===== config.mk =====
export PLATFORM = sky130hd
export DESIGN_NAME = stopwatch_seq_ctrl
export DESIGN_NICKNAME = d
export VERILOG_FILES = /design/src/rtl/stopwatch_seq_ctrl.sv
export SDC_FILE = /design/constraint.sdc
export NUM_CORES = 1
export LEC_CHECK = 0
export ABC_CLOCK_PERIOD_IN_PS = 7600
export CORE_ASPECT_RATIO = 1.25
export CORE_MARGIN = 3
export CORE_UTILIZATION = 54
export CTS_BUF_LIST = sky130_fd_sc_hd__clkbuf_4 sky130_fd_sc_hd__clkbuf_8 sky130_fd_sc_hd__clkbuf_16
export DETAILED_ROUTE_END_ITERATION = 8
export PLACE_DENSITY = 0.8
export SLEW_MARGIN = 5
export SYNTH_ARGS = -nofsm -noshare
export SYNTH_HDL_FRONTEND = slang
export SYNTH_SLANG_ARGS = --single-unit

===== constraint.sdc =====
create_clock -name clk -period 7.6 [get_ports clk]
set_input_delay 2.28 -clock clk [delete_from_list [all_inputs] [get_ports clk]]
set_output_delay 2.28 -clock clk [all_outputs]
set_load 0.01 [all_outputs]

===== src/rtl/stopwatch_seq_ctrl.sv =====
`default_nettype none
// ============================================================================
// Module      : stopwatch_seq_ctrl
// Description : MM:SS up/down stopwatch/timer controller. One shared
//               modulo-L increment/decrement step serves both user edits and
//               periodic ticks. Carries and borrows ripple one digit per
//               clock. Also sequences start/stop, clear and countdown expiry.
// Revision    : 1.0 - initial release
// ============================================================================
module stopwatch_seq_ctrl #(
  parameter int L0 = 10,
  parameter int L1 = 6,
  parameter int L2 = 10,
  parameter int L3 = 6
) (
  input  logic        clk,
  input  logic        reset,
  input  logic        tick,
  input  logic        start_stop,
  input  logic        clear,
  input  logic        dir,
  input  logic        edit_inc,
  input  logic        edit_dec,
  input  logic [1:0]  edit_sel,
  output logic [15:0] digits,
  output logic        running,
  output logic        busy,
  output logic        expired,
  output logic        wrap
);

  typedef enum logic [1:0] {
    ST_STOP    = 2'd0,
    ST_RUN     = 2'd1,
    ST_STEP    = 2'd2,
    ST_EXPIRED = 2'd3
  } state_t;

  localparam logic [4:0] c_MOD0 = 5'(L0);
  localparam logic [4:0] c_MOD1 = 5'(L1);
  localparam logic [4:0] c_MOD2 = 5'(L2);
  localparam logic [4:0] c_MOD3 = 5'(L3);
  localparam logic [3:0] c_MAX0 = 4'(L0 - 1);
  localparam logic [3:0] c_MAX1 = 4'(L1 - 1);
  localparam logic [3:0] c_MAX2 = 4'(L2 - 1);
  localparam logic [3:0] c_MAX3 = 4'(L3 - 1);

  state_t      state_q, state_d;
  logic [15:0] digits_q, digits_d;
  logic [1:0]  idx_q, idx_d;
  logic        step_dir_q, step_dir_d;
  logic        pend_q, pend_d;
  logic        stop_req_q, stop_req_d;
  logic        wrap_q, wrap_d;

  // Shared step datapath signals
  logic [1:0]  step_k;
  logic        step_inc;
  logic        step_dec;
  logic [3:0]  step_a;
  logic [4:0]  step_z;
  logic [4:0]  step_mod;
  logic [3:0]  step_max;
  logic [3:0]  step_res;
  logic        step_carry;
  logic        step_borrow;

  // Shared modulo-L step: STEP owns it, otherwise it serves the edit port
  always_comb begin
    step_k   = edit_sel;
    step_inc = edit_inc;
    step_dec = edit_dec;
    if (state_q == ST_STEP) begin
      step_k   = idx_q;
      step_inc = ~step_dir_q;
      step_dec = step_dir_q;
    end
    step_a = digits_q[{step_k, 2'b00} +: 4];
    case (step_k)
      2'd0:    begin step_mod = c_MOD0; step_max = c_MAX0; end
      2'd1:    begin step_mod = c_MOD1; step_max = c_MAX1; end
      2'd2:    begin step_mod = c_MOD2; step_max = c_MAX2; end
      default: begin step_mod = c_MOD3; step_max = c_MAX3; end
    endcase
    step_z      = {1'b0, step_a} + {4'b0000, step_inc} - {4'b0000, step_dec};
    step_res    = step_a;
    step_carry  = 1'b0;
    step_borrow = 1'b0;
    if (step_inc && step_dec) begin
      step_res = step_a;
    end else if (step_dec && (step_a == 4'd0)) begin
      step_res    = step_max;
      step_borrow = 1'b1;
    end else if (step_z >= step_mod) begin
      step_res   = 4'd0;
      step_carry = 1'b1;
    end else begin
      step_res = step_z[3:0];
    end
  end

  // Next-state logic for the sequencer and digit register
  always_comb begin
    state_d    = state_q;
    digits_d   = digits_q;
    idx_d      = idx_q;
    step_dir_d = step_dir_q;
    pend_d     = pend_q;
    stop_req_d = stop_req_q;
    wrap_d     = 1'b0;

    if (clear) begin
      state_d    = ST_STOP;
      digits_d   = 16'h0000;
      idx_d      = 2'd0;
      pend_d     = 1'b0;
      stop_req_d = 1'b0;
    end else begin
      case (state_q)
        ST_STOP: begin
          if (start_stop) begin
            // Starting a countdown from zero has nothing to count
            state_d = (dir && (digits_q == 16'h0000)) ? ST_EXPIRED : ST_RUN;
          end else if (edit_inc || edit_dec) begin
            digits_d[{step_k, 2'b00} +: 4] = step_res;
          end
        end

        ST_RUN: begin
          if (start_stop) begin
            // A tick coinciding with the stop is dropped
            state_d = ST_STOP;
            pend_d  = 1'b0;
          end else if (tick || pend_q) begin
            state_d    = ST_STEP;
            idx_d      = 2'd0;
            step_dir_d = dir;
            pend_d     = 1'b0;
            stop_req_d = 1'b0;
          end
        end

        ST_STEP: begin
          digits_d[{step_k, 2'b00} +: 4] = step_res;
          if (tick) begin
            pend_d = 1'b1;
          end
          if ((step_carry || step_borrow) && (idx_q != 2'd3)) begin
            idx_d = idx_q + 2'd1;
            if (start_stop) begin
              stop_req_d = 1'b1;
            end
          end else begin
            // Step complete; a carry out of the top digit is a full wrap
            wrap_d     = step_carry && (idx_q == 2'd3);
            idx_d      = 2'd0;
            stop_req_d = 1'b0;
            if (stop_req_q || start_stop) begin
              state_d = ST_STOP;
              pend_d  = 1'b0;
            end else if (step_dir_q && (digits_d == 16'h0000)) begin
              state_d = ST_EXPIRED;
              pend_d  = 1'b0;
            end else begin
              state_d = ST_RUN;
            end
          end
        end

        default: begin
          if (start_stop) begin
            state_d = ST_STOP;
          end
        end
      endcase
    end
  end

  // State and datapath registers with synchronous reset
  always_ff @(posedge clk) begin
    if (reset) begin
      state_q    <= ST_STOP;
      digits_q   <= 16'h0000;
      idx_q      <= 2'd0;
      step_dir_q <= 1'b0;
      pend_q     <= 1'b0;
      stop_req_q <= 1'b0;
      wrap_q     <= 1'b0;
    end else begin
      state_q    <= state_d;
      digits_q   <= digits_d;
      idx_q      <= idx_d;
      step_dir_q <= step_dir_d;
      pend_q     <= pend_d;
      stop_req_q <= stop_req_d;
      wrap_q     <= wrap_d;
    end
  end

  assign digits  = digits_q;
  assign running = (state_q == ST_RUN) || (state_q == ST_STEP);
  assign busy    = (state_q == ST_STEP);
  assign expired = (state_q == ST_EXPIRED);
  assign wrap    = wrap_q;

endmodule
`default_nettype wire

==> run metrics <==
status=finished, final reports clean; first drt pass iteration count=4; CORE AREA=0.00351 mm2; CTS hold repair buffers=0; commonest cells after routing, fill and taps aside=34 x nor2_1, 29 x clkdlybuf4s50_1, 24 x dfxtp_1; worst slew pin tran=840 ps; synthesis-to-finish area growth=21.0%; minimum clock period=6640 ps; CP max stage delay=650 ps; cell repeated most along the worst path=ha_1; CTS sink cnt=24; Clock power frac=34.1%; Net Sw Power=105 uW; crit-path cells=clkdlybuf4s50_1 -> mux2i_4 -> mux4_2 -> xnor2_1 -> ha_1 -> nor3_2 -> nor3_1 -> or3b_4 -> inv_1 -> ha_1 -> a21oi_1 -> nand4_1 -> o22ai_1 -> nand2_1 -> a311o_1 -> a211oi_2; part of the power in registers=37.4%; Initial Util=56.4%; final net count=310; startpoint types=input port; Setup Fix Bufs, Post-CTS=0; H-tree levels=1; unrepaired setup endpoints after global routing=no; routed length per instance=16.9 um; commonest non-fill, non-tap cell in the layout=nor2_1; initial antenna violation count=0; global-route wire length before repair=8820 um; grt met3 use=3.16%; row cnt=24; post-synthesis sequential area ratio=24.2%; PwrDens=142 mW/mm2; GR Util met2=41.7%; Die Span X=60.2 um; Sw Share=30.8%; Slew headroom=43.5%; Layout Skew=4.52 ps; Port-buffer cells=29; WP data required=7800 ps; CTS clk-pin slew, worst paths=100 ps; cts bufs inserted=3; post-synth cell types=51; Slowest-stage cell, CP=mux4_2; leakage power=0.000885 uW; critical-path maximum fanout=11; FILL cells=293; GRT busiest layer=met2; final hold violations=0; Post-Syn Nets=278; Buf/Inv on CP=2; Fmax=151 MHz; CP top delay family=compound AO/OA/AOI/OAI gates; n_diodes=0; Max Root-Sink Buffers=2; post-route ant nets=0; YS warnings=0; combinational power share=28.4%; Die Y=73.7 um; Finished Core Util=68.3%; max-slew violations=0; vias in the first global route=1938; critical path class=input port to flip-flop; GP Congestion=0.994; DP Area=0.00233 mm2; gr usage total=25.8%; vias=2069; crit path capture type=flip-flop; Data arrival, critical path=6840 ps; Detailed Place HPWL=4100 um; Syn Inst Count=252; P_int=236 uW; wire length after detailed routing=5430 um; io pins=30; TritonCTS clock tree=done; Syn Area/Cell=7.86 um2; CTS root buf=clkbuf_8; EDFF count, synth=0; ys async rst share=0%; clock latency on the worst-skew pair=270 ps; Post-Syn Area=0.00198 mm2; Yosys reg bits=24; Power, Total=341 uW; Die Footprint=0.00444 mm2; GRT Residual Overflow=0; Max IR drop VDD=0.000159 V; Post-synth top flop=dfxtp_1; Starting DRT DRC Count=119; # DRC=0; number of gates resized after cts=0; Worst Hold Class=flip-flop to flip-flop; met1 usage=33.1%; final setup vio count=0; max-cap violations=0; share of cells above drive strength 1=9.19%; period utilisation layout=87.4%; Setup Total Neg Slack=0 ps; post-route cell area=0.00240 mm2; largest net degree at the start of global routing=23; Via density=6.43
[power groups by stage]
stage | sequential, uW | combinational [uW] | clock [uW]
3_5_place_dp | 131 | 94.3 | 0
2_1_floorplan | 130 | 69.1 | 0
3_3_place_gp | 131 | 93.7 | 0
6_report | 128 | 97.0 | 116
4_1_cts | 128 | 95.5 | 116
5_1_grt | 128 | 107 | 119
[worst register-to-register path: cells and delay by family (launching register included)]
kind,cells,cell delay [ps]
buf+inv,2,160
mux,2,1220
xor+xnor,1,160
simple gates,5,1010
compound gates,4,1370
fa+ha+maj,3,1000
flops,1,350
[stage by stage]
step                      hold WS, ps  std cells  worst slack, ps
after global routing              533        322              641
final                             495        322              959
after global placement            492        318              855
after CTS                         501        322             1020
after detailed placement          487        318              739
after floorplan                   476        252             1630
[registers in the layout, summed over array words and instances (netlist names)]
name	flops
step_dir_q	1
digits	16
stop_req_q	1
state_q	2
idx_q	2
wrap	1
pend_q	1
[cell families after synthesis]
group / Yosys count / share of synthesized area, %
xor gates and xnor gates: 3 / 1.33
DFF: 24 / 24.2
AOI/OAI and AO/OA: 63 / 21.7
and+or+nand+nor: 108 / 27.9
adders and majority gates: 16 / 10.1
buffers and inverters: 20 / 3.85
muxes: 18 / 10.9
[synthesized netlist by cell type (6+ instances only)]
cell type	n	share of area, %
mux2_2	6	3.4
mux2i_1	9	4.5
nor3_1	6	1.5
nor4_1	6	1.9
a21oi_1	20	5.1
nor2_1	34	6.4
nand2_1	23	4.4
nand4_1	6	1.9
dfxtp_1	24	24
inv_1	13	2.5
nand2b_1	6	1.9
ha_1	16	10
a22oi_1	13	4.9
[area by class of cell]
| type | instances | area (um2) | area share, % |
|---|---|---|---|
| Sequential cell | 24 | 480 | 20.0 |
| Timing Repair Buffer | 33 | 320 | 13.4 |
| Tap cell | 39 | 48.8 | 2.03 |
| Clock inverter | 1 | 30.0 | 1.25 |
| Inverter | 14 | 52.6 | 2.19 |
| Multi-Input combinational cell | 208 | 1430 | 59.4 |
| Clock buffer | 3 | 41.3 | 1.72 |
[path summary, 6_finish.rpt]
path,start,to,slack (ps),cells after the start
min,digits[15],digits[15],500,2
max reg2reg,state_q[0],pend_q,2270,17
min reg2reg,digits[15],digits[15],500,2
max,edit_sel[1],pend_q,960,16
[metal layers]
metal  share of wire, %  vias up
li1                   -      989
met1                 41      965
met2                 47       86
met3                6.6       29
met4                5.3        0
met5                  0        -
Power figures use the tool's default switching activity.
